## config.mk

```make
export PLATFORM = sky130hd
export DESIGN_NAME = seq_pattern_tx
export DESIGN_NICKNAME = d
export VERILOG_FILES = /design/src/rtl/seq_pattern_tx.sv
export SDC_FILE = /design/constraint.sdc
export NUM_CORES = 1
export LEC_CHECK = 0
export ABC_AREA = 1
export CAP_MARGIN = 20
export CORE_ASPECT_RATIO = 1.75
export CORE_MARGIN = 3
export CORE_UTILIZATION = 50
export CTS_CLUSTER_SIZE = 12
export DETAILED_ROUTE_END_ITERATION = 6
export PLACE_DENSITY_LB_ADDON = 0.12
export SKIP_LAST_GASP = 1
export SLEW_MARGIN = 5
export SYNTH_ARGS = -nofsm -noshare
export SYNTH_HDL_FRONTEND = slang
export SYNTH_SLANG_ARGS = --single-unit
export TNS_END_PERCENT = 50
```

## constraint.sdc

```tcl
create_clock -name clk -period 3.44 [get_ports clk]
set_input_delay 0.688 -clock clk [delete_from_list [all_inputs] [get_ports clk]]
set_output_delay 0.688 -clock clk [all_outputs]
set_load 0.05 [all_outputs]
```

## src/rtl/seq_pattern_tx.sv

```systemverilog
// Serializes a latched WIDTH-bit pattern MSB first, repeating it repeat_n+1 times with gap idle cycles between frames.
// All outputs are registered. The first bit appears one cycle after start is accepted.
module seq_pattern_tx #(
  parameter int WIDTH = 8,
  parameter int GAP_W = 4,
  parameter int RPT_W = 4
) (
  input  logic             clk,
  input  logic             rst_n,
  input  logic             start,
  input  logic [WIDTH-1:0] pattern,
  input  logic [RPT_W-1:0] repeat_n,
  input  logic [GAP_W-1:0] gap,
  input  logic             abort,
  output logic             data_out,
  output logic             valid,
  output logic             busy,
  output logic             last_bit,
  output logic             done
);

  localparam int IDX_W = (WIDTH > 1) ? $clog2(WIDTH) : 1;
  localparam logic [IDX_W-1:0] IDX_TOP = IDX_W'(WIDTH - 1);

  typedef enum logic [1:0] {IDLE, SHIFT, GAP, DONE} state_t;

  state_t           state_q, state_d;
  logic [WIDTH-1:0] pat_q, pat_d;
  logic [RPT_W-1:0] frm_q, frm_d;
  logic [GAP_W-1:0] gap_q, gap_d;
  logic [GAP_W-1:0] gcnt_q, gcnt_d;
  logic [IDX_W-1:0] idx_q, idx_d;
  logic             data_out_q, data_out_d;
  logic             valid_q, valid_d;
  logic             busy_q, busy_d;
  logic             last_bit_q, last_bit_d;
  logic             done_q, done_d;

  // state_q describes what the output registers are currently presenting.
  always_comb begin
    state_d = state_q;
    pat_d   = pat_q;
    frm_d   = frm_q;
    gap_d   = gap_q;
    gcnt_d  = gcnt_q;
    idx_d   = idx_q;

    if (abort) begin
      state_d = IDLE;
    end else begin
      case (state_q)
        IDLE: begin
          if (start) begin
            pat_d   = pattern;
            frm_d   = repeat_n;
            gap_d   = gap;
            idx_d   = IDX_TOP;
            state_d = SHIFT;
          end
        end
        SHIFT: begin
          if (idx_q != '0) begin
            idx_d = idx_q - 1'b1;
          end else if (frm_q == '0) begin
            state_d = DONE;
          end else begin
            frm_d = frm_q - 1'b1;
            if (gap_q != '0) begin
              gcnt_d  = gap_q;
              state_d = GAP;
            end else begin
              idx_d = IDX_TOP;
            end
          end
        end
        GAP: begin
          // gcnt_q holds the gap cycles remaining including the current one.
          if (gcnt_q == GAP_W'(1)) begin
            gcnt_d  = '0;
            idx_d   = IDX_TOP;
            state_d = SHIFT;
          end else begin
            gcnt_d = gcnt_q - 1'b1;
          end
        end
        DONE:    state_d = IDLE;
        default: state_d = IDLE;
      endcase
    end

    // Outputs are registered images of the next state, so no input reaches a pin combinationally.
    data_out_d = (state_d == SHIFT) && pat_d[idx_d];
    valid_d    = (state_d == SHIFT);
    busy_d     = (state_d == SHIFT) || (state_d == GAP);
    last_bit_d = (state_d == SHIFT) && (idx_d == '0) && (frm_d == '0);
    done_d     = (state_d == DONE);
  end

  always_ff @(posedge clk or negedge rst_n) begin
    if (!rst_n) begin
      state_q    <= IDLE;
      pat_q      <= '0;
      frm_q      <= '0;
      gap_q      <= '0;
      gcnt_q     <= '0;
      idx_q      <= '0;
      data_out_q <= 1'b0;
      valid_q    <= 1'b0;
      busy_q     <= 1'b0;
      last_bit_q <= 1'b0;
      done_q     <= 1'b0;
    end else begin
      state_q    <= state_d;
      pat_q      <= pat_d;
      frm_q      <= frm_d;
      gap_q      <= gap_d;
      gcnt_q     <= gcnt_d;
      idx_q      <= idx_d;
      data_out_q <= data_out_d;
      valid_q    <= valid_d;
      busy_q     <= busy_d;
      last_bit_q <= last_bit_d;
      done_q     <= done_d;
    end
  end

  assign data_out = data_out_q;
  assign valid    = valid_q;
  assign busy     = busy_q;
  assign last_bit = last_bit_q;
  assign done     = done_q;

endmodule

```

* Yosys cells after proc, flatten, opt, wreduce, memory -nomap -nowiden
Index checks and enable logic that the tools add are counted.
** Word-level totals
- Flip-flop bits (word level) :: 30
- Input port bits :: 20
- Output and inout bits :: 5
- Word-level logic and storage cells :: 68
** Cells by class
- Add/subtract/negate cells :: 3
- Magnitude comparators :: 1
- Equal/unequal tests :: 10
- Multiplexer cells :: 29
- Bitwise logic cells :: 1
- Reduce and logical (&&, ||, !) cells :: 13
** Operators by type and width (count)
- 2-to-1 mux 4 bit :: 8
- 2-to-1 mux 8 bit :: 3
- 2-to-1 mux 3 bit :: 6
- one-hot mux 4 bit (2 select lines) :: 2
- 2-to-1 mux 2 bit :: 6
- one-hot mux 3 bit (3 select lines) :: 1
- equality test 2 bit, second input constant :: 4
- logical NOT 4 bit :: 2
- one-hot mux 2 bit (4 select lines) :: 1
- subtractor 4 x 1 -> 4 bit, second input constant :: 2
- != test 2 bit, second input constant :: 3
- AND reduction 5 bit :: 1
- equality test 2 x 1 -> 1 bit, second input constant :: 2
- equality test 4 x 1 -> 1 bit, second input constant :: 1
- less-than comparator 3 x 4 -> 1 bit, second input constant :: 1
- nonzero test 4 bit :: 1
- binary-select mux 1 bit (select 3 bit) :: 1
- logical AND 1 bit :: 3
- logical NOT 3 bit :: 1
- AND reduction 3 bit :: 1
- nonzero test 3 bit :: 1
- subtractor 3 x 1 -> 3 bit, second input constant :: 1
- logical NOT 2 bit :: 1
- nonzero test 2 bit :: 1
- other kinds (3) :: 3

* Longest topological paths before layout
Gate-level depths: netlist of the first run.
- Depth after elaboration :: 9
- Depth in mapped cells :: 13
- Mapped depth without buffers :: 13

* Worst setup path before layout of the first run
Ideal clock, no wire load.
- Path kind :: reg2reg
- From :: register idx_q[1]
- To :: register last_bit_q, in the netlist last_bit
- Setup time :: 0.072 ns
- Arrival time :: 1.800 ns
- Required time :: 3.368 ns
- Slack :: 1.568 ns
- Cell stages (with the launch flop) :: 13
- Path buffers :: 0
- Period minus slack after synthesis :: 1.872 ns
- Cells stage by stage :: dfrtp_1 -> inv_1 -> ha_1 -> nand2_1 -> inv_1 -> nand2_1 -> inv_1 -> o22ai_1 -> a21oi_1 -> nor3_1 -> ha_1 -> nand4_1 -> nor2_1
** On the way
- Elaborated cells on any way between the ends :: 20
- Classes of those cells :: add/sub (1); eq/ne (1); mux (13); reduce/logical (5)
** RTL lines
- start, declared :: line 32 : logic [IDX_W-1:0] idx_q, idx_d;
- start signal, assigned :: line 118 : idx_q <= idx_d;
- nonzero test 3 bit :: line 62 : if (idx_q != '0) begin
- 2-to-1 mux 2 bit :: line 62
- one-hot mux 2 bit (4 select lines) :: line 51 : case (state_q)
- 2-to-1 mux 2 bit :: line 48 : if (abort) begin
- named net state_d[0] :: line 27 : state_t state_q, state_d;
- equality test 2 x 1 -> 1 bit
- named net valid_d :: line 34 : logic valid_q, valid_d;
- logical AND 1 bit (2 in a row) :: line 95 : last_bit_d = (state_d == SHIFT) && (idx_d == '0) && (frm_d == '0);
- named net last_bit_d :: line 36 : logic last_bit_q, last_bit_d;
- end signal, assigned :: line 122 : last_bit_q <= last_bit_d;
- end, declared :: line 36
The timed path passes the listed nets, and every way through them passes these cells.
A chain may end at the register's enable or synchronous reset.

* Worst setup path in the final report of the first run
- From :: register idx_q[0]
- To :: register last_bit_q, in the netlist last_bit
The elaborated chain is that of the path after synthesis.

==> results of run 1 <==
power groups by stage:
stage               combinational [W]  sequential [W]  clock [W]
floorplan                    0.000203        0.000452          0
global placement             0.000300        0.000445          0
detailed placement           0.000302        0.000446          0
CTS                          0.000303        0.000440   0.000301
global route                 0.000344        0.000446   0.000317
finish                       0.000298        0.000439   0.000294
critical path: cells and delay by family, from the launching register on:
family / cells / cell delay (ns)
adder cells (fa/ha/maj): 2 / 0.52
buffers and inverters: 3 / 0.33
AND/OR/NAND/NOR: 5 / 0.83
AO/OA/AOI/OAI: 2 / 0.22
flip-flops: 1 / 0.41
worst paths after layout:
check	start	to	slack (ns)	depth (start not counted)
setup / recovery	idx_q[0]	last_bit	1.05	12
hold / removal	pat_q[4]	pat_q[4]	0.50	2
setup reg to reg	idx_q[0]	last_bit	1.05	12
hold reg to reg	pat_q[4]	pat_q[4]	0.50	2
max in group asynchronous	rst_n	pat_q[7]	2.37	2
min in group asynchronous	rst_n	done	0.79	2
state kept, by name, summed over array words and instances, names as in the netlist:
name and flops:
busy 1, data_out 1, done 1, frm_q 4
gap_q 4, gcnt_q 4, idx_q 3, last_bit 1
pat_q 8, state_q 2, valid 1
cell usage in the layout (no fill, tap or decap), types with 2 or more instances in the layout:
cell             synthesis  final
a21oi_1                  7      7
a21oi_2                  2      2
clkbuf_8                 0      6
clkdlybuf4s50_1          0     24
dfrtp_1                 30     30
ha_1                     7      7
inv_1                   35     35
inv_2                    3      3
nand2_1                 49     49
nand2_2                  6      6
nand2_4                  4      4
nand3_1                 18     18
nor2_1                  12     12
nor2_2                   6      6
nor2_4                   2      2
nor3_1                   3      3
o21ai_0                 18     18
o21ai_1                  2      2
o21ai_2                  6      6
o22ai_1                  3      3
or2_0                    2      2
xor2_1                   2      2
layer usage:
metal	share of wire [%]	wire, um
met4	3.9	149
met3	3.1	118
met1	40	1543
met5	0	0
met2	53	2032
cell families after synthesis:
logic type / Yosys count
adders and majority gates: 7
and+or+nand+nor: 106
AOI/OAI and AO/OA: 43
xor gates and xnor gates: 3
buffers and inverters: 42
DFF: 30
metrics by stage:
stage / total power, W / setup WS, ns
4_1_cts: 0.001044 / 1.027
2_1_floorplan: 0.0006549 / 1.568
3_5_place_dp: 0.0007476 / 0.9904
6_report: 0.001032 / 1.054
5_1_grt: 0.001106 / 0.7443
3_3_place_gp: 0.0007452 / 0.9646
Yosys cell counts:
| cell | instances |
|---|---|
| nand2_1 | 49 |
| inv_1 | 35 |
| dfrtp_1 | 30 |
| nand3_1 | 18 |
| o21ai_0 | 18 |
| nor2_1 | 12 |
| a21oi_1 | 7 |
| ha_1 | 7 |
| nand2_2 | 6 |
| nor2_2 | 6 |
| o21ai_2 | 6 |
| nand2_4 | 4 |
| inv_2 | 3 |
| nor3_1 | 3 |
| o22ai_1 | 3 |
| a21oi_2 | 2 |
| buf_6 | 2 |
| nor2_4 | 2 |
| o21ai_1 | 2 |
| or2_0 | 2 |
| xor2_1 | 2 |
| a21oi_4 | 1 |
| a31oi_2 | 1 |
| inv_4 | 1 |
| inv_6 | 1 |
| nand2_8 | 1 |
| nand3b_1 | 1 |
| nand4_1 | 1 |
| o211ai_1 | 1 |
| o21a_1 | 1 |
| o31ai_1 | 1 |
| or2_2 | 1 |
| xnor2_1 | 1 |
layout make-up:
cell class | count | area (um^2) | area share (%)
multi-input combinational | 159 | 918.4 | 41.26
sequential | 30 | 750.7 | 33.73
timing repair buffer | 25 | 247.7 | 11.13
inverter | 40 | 157.7 | 7.083
clock buffer | 6 | 82.58 | 3.710
tap | 45 | 56.30 | 2.530
clock inverter | 2 | 12.51 | 0.5621
==> results by group, run 1 <==
Power and ir drop
  • Clk pwr share: roughly 28%
  • VDD IR max: around 0.45 mV
  • Pleak: 1.070 nW
  • P_int: just under 0.0007 W
  • Sw Pwr: approximately 0.00035 W
  • Pwr Density: about 460 mW/mm^2
  • Switching share of power: 33.55%
  • Comb pwr share: 28.9%
  • Sequential fraction of design power: around 43%

Clock network
  • Cts bufs inserted: 5
  • H-Tree Depth: 2
  • Max Buffers Root-to-Sink: 2
  • Post-CTS Hold Fix Bufs: 0
  • CTS resizes: 0
  • CTS tree: done
  • CTS Sinks: 30
  • # Post-CTS Setup Buffers: 0
  • Clock-pin slew on the worst setup and hold paths: approximately 0.070 ns
  • Root buffer cell: clkbuf_8
  • Clk_lat worst skew: just under 0.3 ns

Worst setup path
  • Slowest library cell on the worst path: dfrtp_1
  • CP cell instances: inv_1 -> ha_1 -> nand2_1 -> inv_1 -> nand2_1 -> inv_1 -> o22ai_1 -> a21oi_1 -> nor3_1 -> ha_1 -> nand4_1 -> nor2_1
  • CP Launch Type: flip-flop
  • Worst EP required: around 3.7 ns
  • Slowest stage delay, CP: between 0.4 and 0.5 ns
  • Crit path DAT: around 2.6 ns
  • Crit path max fanout: 6
  • Crit path kind: flip-flop to flip-flop
  • CP endpoint kind: flip-flop
  • Most common cell on crit path: inv_1

Timing
  • Highest clock rate: about 420 MHz
  • Final Hold Vio Count: 0
  • Post-route clock period utilization: 69.36%
  • Slew headroom: around two thirds
  • RSZ-0062 raised after global routing: no
  • Skew final: about 0.0072 ns
  • Setup TNS Final: 0 ns
  • Slew @ Worst Pin: approximately 0.5 ns
  • Final hold slack: ~0.50 ns
  • # setup viols final: 0
  • Tmin final: around 2.4 ns
  • Max-slew violation count: 0

Global routing
  • Grt met3 use: just under 4%
  • Met2 GRT Util: ~36%
  • GRT overflow: 0
  • GR peak layer: met2
  • Number of global-route vias before repair: around 1,600
  • Initial antenna violation count: 0
  • Pin count of the biggest net entering global routing: 31
  • Total GRT Usage: a little over a fifth
  • GR Util met1: between 20% and 30%
  • First-pass GRT wire length: 6982 um

Yosys
  • Main combinational cell family by area after synthesis: simple AND/OR/NAND/NOR gates
  • Area share of the largest cell type after synthesis: between 40% and 50%
  • Yosys reg bits: 30
  • Register area share after synthesis: around two fifths
  • Area contributors post-synth: dfrtp_1, nand2_1, inv_1
  • Synth Area in XOR/XNOR: 1.421%
  • Mux contribution to synthesized area: 0%
  • Synth cell types: 33
  • Mean Syn Cell Area: approximately 8 um^2
  • Post-Syn Area: 0.001849 mm^2
  • Compound-Gate Fraction of Synth Area: roughly 15%
  • Syn. warnings: 0
  • Simple-gate share of the synthesized area: 28.62%
  • Synthesized instance count: around 230
  • Syn_nets: between 200 and 300
  • Synth area leader: dfrtp_1
  • Post-Synth Adder-Cell Area: under 10%

Job
  • # Max-Cap Violations: 0

Drt
  • Via density: 5.085
  • Pre-Repair DR Iteration Count: 4
  • ANT nets after route: 0
  • DRC viols: 0
  • Avg WL per Cell: roughly 13 um
  • Total number of vias: ~1,600
  • DR iter-0 viols: 30
  • Wirelength, routed: between 3000 and 4000 um

Finish
  • Finished Layout Cells: about 300
  • Layout fillers: between 300 and 400
  • Diodes inserted: 0
  • Share of layout cells above drive strength 1: 16.79%
  • Area Growth Syn to Fin: 20.37%
  • Fin area: approximately 0.0022 mm^2
  • Nets: approximately 290
  • Post-layout util: approximately 64%

Floorplan
  • Initial Utilization: a little over half
  • Core area: between 0.003 and 0.004 mm^2
  • Rows: 28
  • Chip width: between 50 and 60 um
  • Die extent in y: about 86 um
  • Top-Level Pins: 25
  • Die Footprint: ~0.0045 mm^2

Place
  • Port Buffers: 24
  • Final RePlAce weighted congestion: 0.8570
  • HPWL Detailed: around 3100 um
  • Dpl cells: approximately 300
  • Post-DP Area: around 0.0021 mm^2

Status
  • Status: finished, final reports clean

Hold path
  • Tightest Hold Check Type: flip-flop to flip-flop
Power figures use the tool's default switching activity.
==> run 2, diff against run 1 <==
==> constraint.sdc (replaced) <==
create_clock -name clk -period 2.29 [get_ports clk]
set_input_delay 0.458 -clock clk [delete_from_list [all_inputs] [get_ports clk]]
set_output_delay 0.458 -clock clk [all_outputs]
set_load 0.05 [all_outputs]
==> results by group, run 2 (synthesis results as in run 1) <==
Timing
  • Highest clock rate: 484.1 MHz (+16%)
  • Setup TNS Final: 0 ns (unchanged)
  • Final Hold Vio Count: 0 (unchanged)
  • # setup viols final: 0 (unchanged)
  • Max-slew violation count: 0 (unchanged)
  • RSZ-0062 raised after global routing: no
  • Slew headroom: 66.82% (+0.17 points)
  • Tmin final: 2.066 ns (-0.3204 ns)
  • Post-route clock period utilization: 90.20% (+21 points)
  • Final WS setup: 0.2244 ns (-0.8296 ns)
  • Slew @ Worst Pin: 0.4961 ns (-0.002543 ns)
  • Skew final: 0.008302 ns (+0.001123 ns)

Clock network
  • Root buffer cell: clkbuf_8
  • H-Tree Depth: 2 (unchanged)
  • # Post-CTS Setup Buffers: 0 (unchanged)
  • Max Buffers Root-to-Sink: 2 (unchanged)
  • Clk_lat worst skew: 0.28 ns (about the same)
  • Cts bufs inserted: 5 (unchanged)
  • CTS tree: done
  • CTS Sinks: 30 (unchanged)
  • Clock-pin slew on the worst setup and hold paths: 0.07 ns (about the same)

Finish
  • Diodes inserted: 0 (unchanged)
  • Area Growth Syn to Fin: 22.12%
  • Layout fillers: 297 (-4.2%)
  • Most common cell after layout, fill and taps aside: nand2_1
  • Most flops, register: pat_q
  • Share of layout cells above drive strength 1: 18.42% (+1.6 points)
  • Number of flip-flops under the largest register name: 8 (unchanged)
  • Nets: 292 (+1.4%)
  • Most frequent cells in the layout: nand2_1, inv_1, dfrtp_1

Worst setup path
  • CP Launch Type: flip-flop
  • Reg-to-reg endpoint: last_bit
  • CP cell instances: inv_1 -> ha_1 -> nand2_1 -> buf_4 -> o22ai_1 -> a21oi_1 -> nor3_1 -> ha_2 -> nand4_1 -> nor2_1
  • Delay-heaviest family, CP: simple AND/OR/NAND/NOR gates
  • Crit path DAT: 2.28 ns (-0.32 ns)
  • Crit path kind: flip-flop to flip-flop
  • FF-to-FF Start: idx_q[0]
  • Worst Path Buf+Inv: 2 (-1)
  • R2R cell count: 10 (-2)
  • Slowest library cell on the worst path: dfrtp_1
  • FF-to-FF setup slack: 0.22 ns (-0.83 ns)
  • Slowest stage delay, CP: 0.42 ns (about the same)
  • Worst EP required: 2.50 ns (-1.16 ns)
  • Crit path max fanout: 5 (-1)
  • CP endpoint kind: flip-flop

Drt
  • Avg WL per Cell: 13.03 um (+4.1%)
  • DRC viols: 0 (unchanged)
  • Pre-Repair DR Iteration Count: 4 (unchanged)
  • Total number of vias: 1,575 (+0.90%)
  • Wirelength, routed: 4052 um (+5.4%)
  • DR iter-0 viols: 42 (+40%)
  • ANT nets after route: 0 (unchanged)
  • Via density: 5.064 (-0.40%)

Power and ir drop
  • VDD IR max: 0.6438 mV (+42%)
  • Pleak: 1.089 nW (+1.8%)
  • Pwr Density: 692.8 mW/mm^2 (+49%)

Place
  • Port Buffers: 24 (unchanged)
  • Post-placement worst setup slack: 0.01136 ns (-0.9790 ns)
  • HPWL Detailed: 3193 um (+3.8%)
  • Final RePlAce weighted congestion: 0.9180 (+7.1%)

Floorplan
  • Rows: 28 (unchanged)
  • Top-Level Pins: 25 (unchanged)
  • Core area: 0.003468 mm^2 (unchanged)
  • Die Footprint: 0.004493 mm^2 (unchanged)
  • Die extent in y: 86.45 um (unchanged)
  • Chip width: 51.97 um (unchanged)
  • Initial Utilization: 53.32% (unchanged)

Job
  • # Max-Cap Violations: 0 (unchanged)

Hold path
  • Hold wc startpoint: pat_q[4]
  • Tightest Hold Check Type: flip-flop to flip-flop
  • Hold depth: 2 (unchanged)
  • Worst hold path endpoint: pat_q[4]

Global routing
  • Pin count of the biggest net entering global routing: 31 (unchanged)
  • Number of global-route vias before repair: 1,638 (+2.2%)
  • Total GRT Usage: 21.46% (+0.59 points)
  • GRT overflow: 0 (unchanged)
  • Initial antenna violation count: 0 (unchanged)
  • First-pass GRT wire length: 7155 um (+2.5%)

Status
  • Status: finished, final reports clean
[run 2: cell types whose count changed in the layout (fill, tap and decap cells not counted)]
cell,change
ha_2,+1
ha_1,-1
buf_4,+4
[run 2: worst max path at each step]
stage / startpoint / end / slack (ns) / cells after the start
detailed placement: abort / data_out / 0.01 / 11
global route: idx_q[0] / last_bit / 0.02 / 10
CTS: idx_q[0] / last_bit / 0.21 / 10
global placement: abort / data_out / 0.06 / 11
floorplan: idx_q[1] / last_bit / 0.42 / 12
finish: idx_q[0] / last_bit / 0.22 / 10
[run 2: report_power, final]
group | switching (W) | internal (W)
Sequential | 0.0000491 | 0.000612
Clock | 0.000198 | 0.000241
Combinational | 0.000282 | 0.000182
Total | 0.000529 | 0.00104
[run 2: what timing repair did]
| item | CTS | global route |
|---|---|---|
| hold buffers | 0 | 0 |
| gates resized for setup | 0 | 1 |
| endpoints found under the hold margin | 0 | 0 |
| setup endpoints to repair | 0 | 1 |
[run 2: cell type report]
class / instances / area, um^2 / area share [%]
clock buffer: 6 / 82.58 / 3.657
tap: 45 / 56.30 / 2.493
inverter: 40 / 157.7 / 6.981
sequential: 30 / 750.7 / 33.24
multi-input combinational: 159 / 920.9 / 40.78
timing repair buffer: 29 / 277.8 / 12.30
clock inverter: 2 / 12.51 / 0.5540
[run 2: worst reg2reg max path, stage by stage, from the launching register on]
cell     delay [ns]
dfrtp_1        0.42
inv_1          0.15
ha_1           0.18
nand2_1        0.07
buf_4          0.16
o22ai_1        0.17
a21oi_1        0.09
nor3_1         0.25
ha_2           0.30
nand4_1        0.11
nor2_1         0.12
[run 2: metrics by stage]
stage	total power (W)	hold slack, ns	cells	util [%]	cell area (um^2)
after floorplan	0.0009838	0.1624	231	-	1849
after global placement	0.001124	0.4835	303	62.30	2161
after detailed placement	0.001133	0.4850	303	62.30	2161
after CTS	0.001579	0.5030	311	65.04	2256
after global routing	0.001670	0.5140	311	65.12	2258
final	0.001565	0.4975	311	65.12	2258
[run 2: metal layers]
layer  global-route usage [%]  wire (um)
met1                    23.32       1612
met2                    38.37       2162
met3                    3.614        140
met4                    10.98        138
met5                        0          0
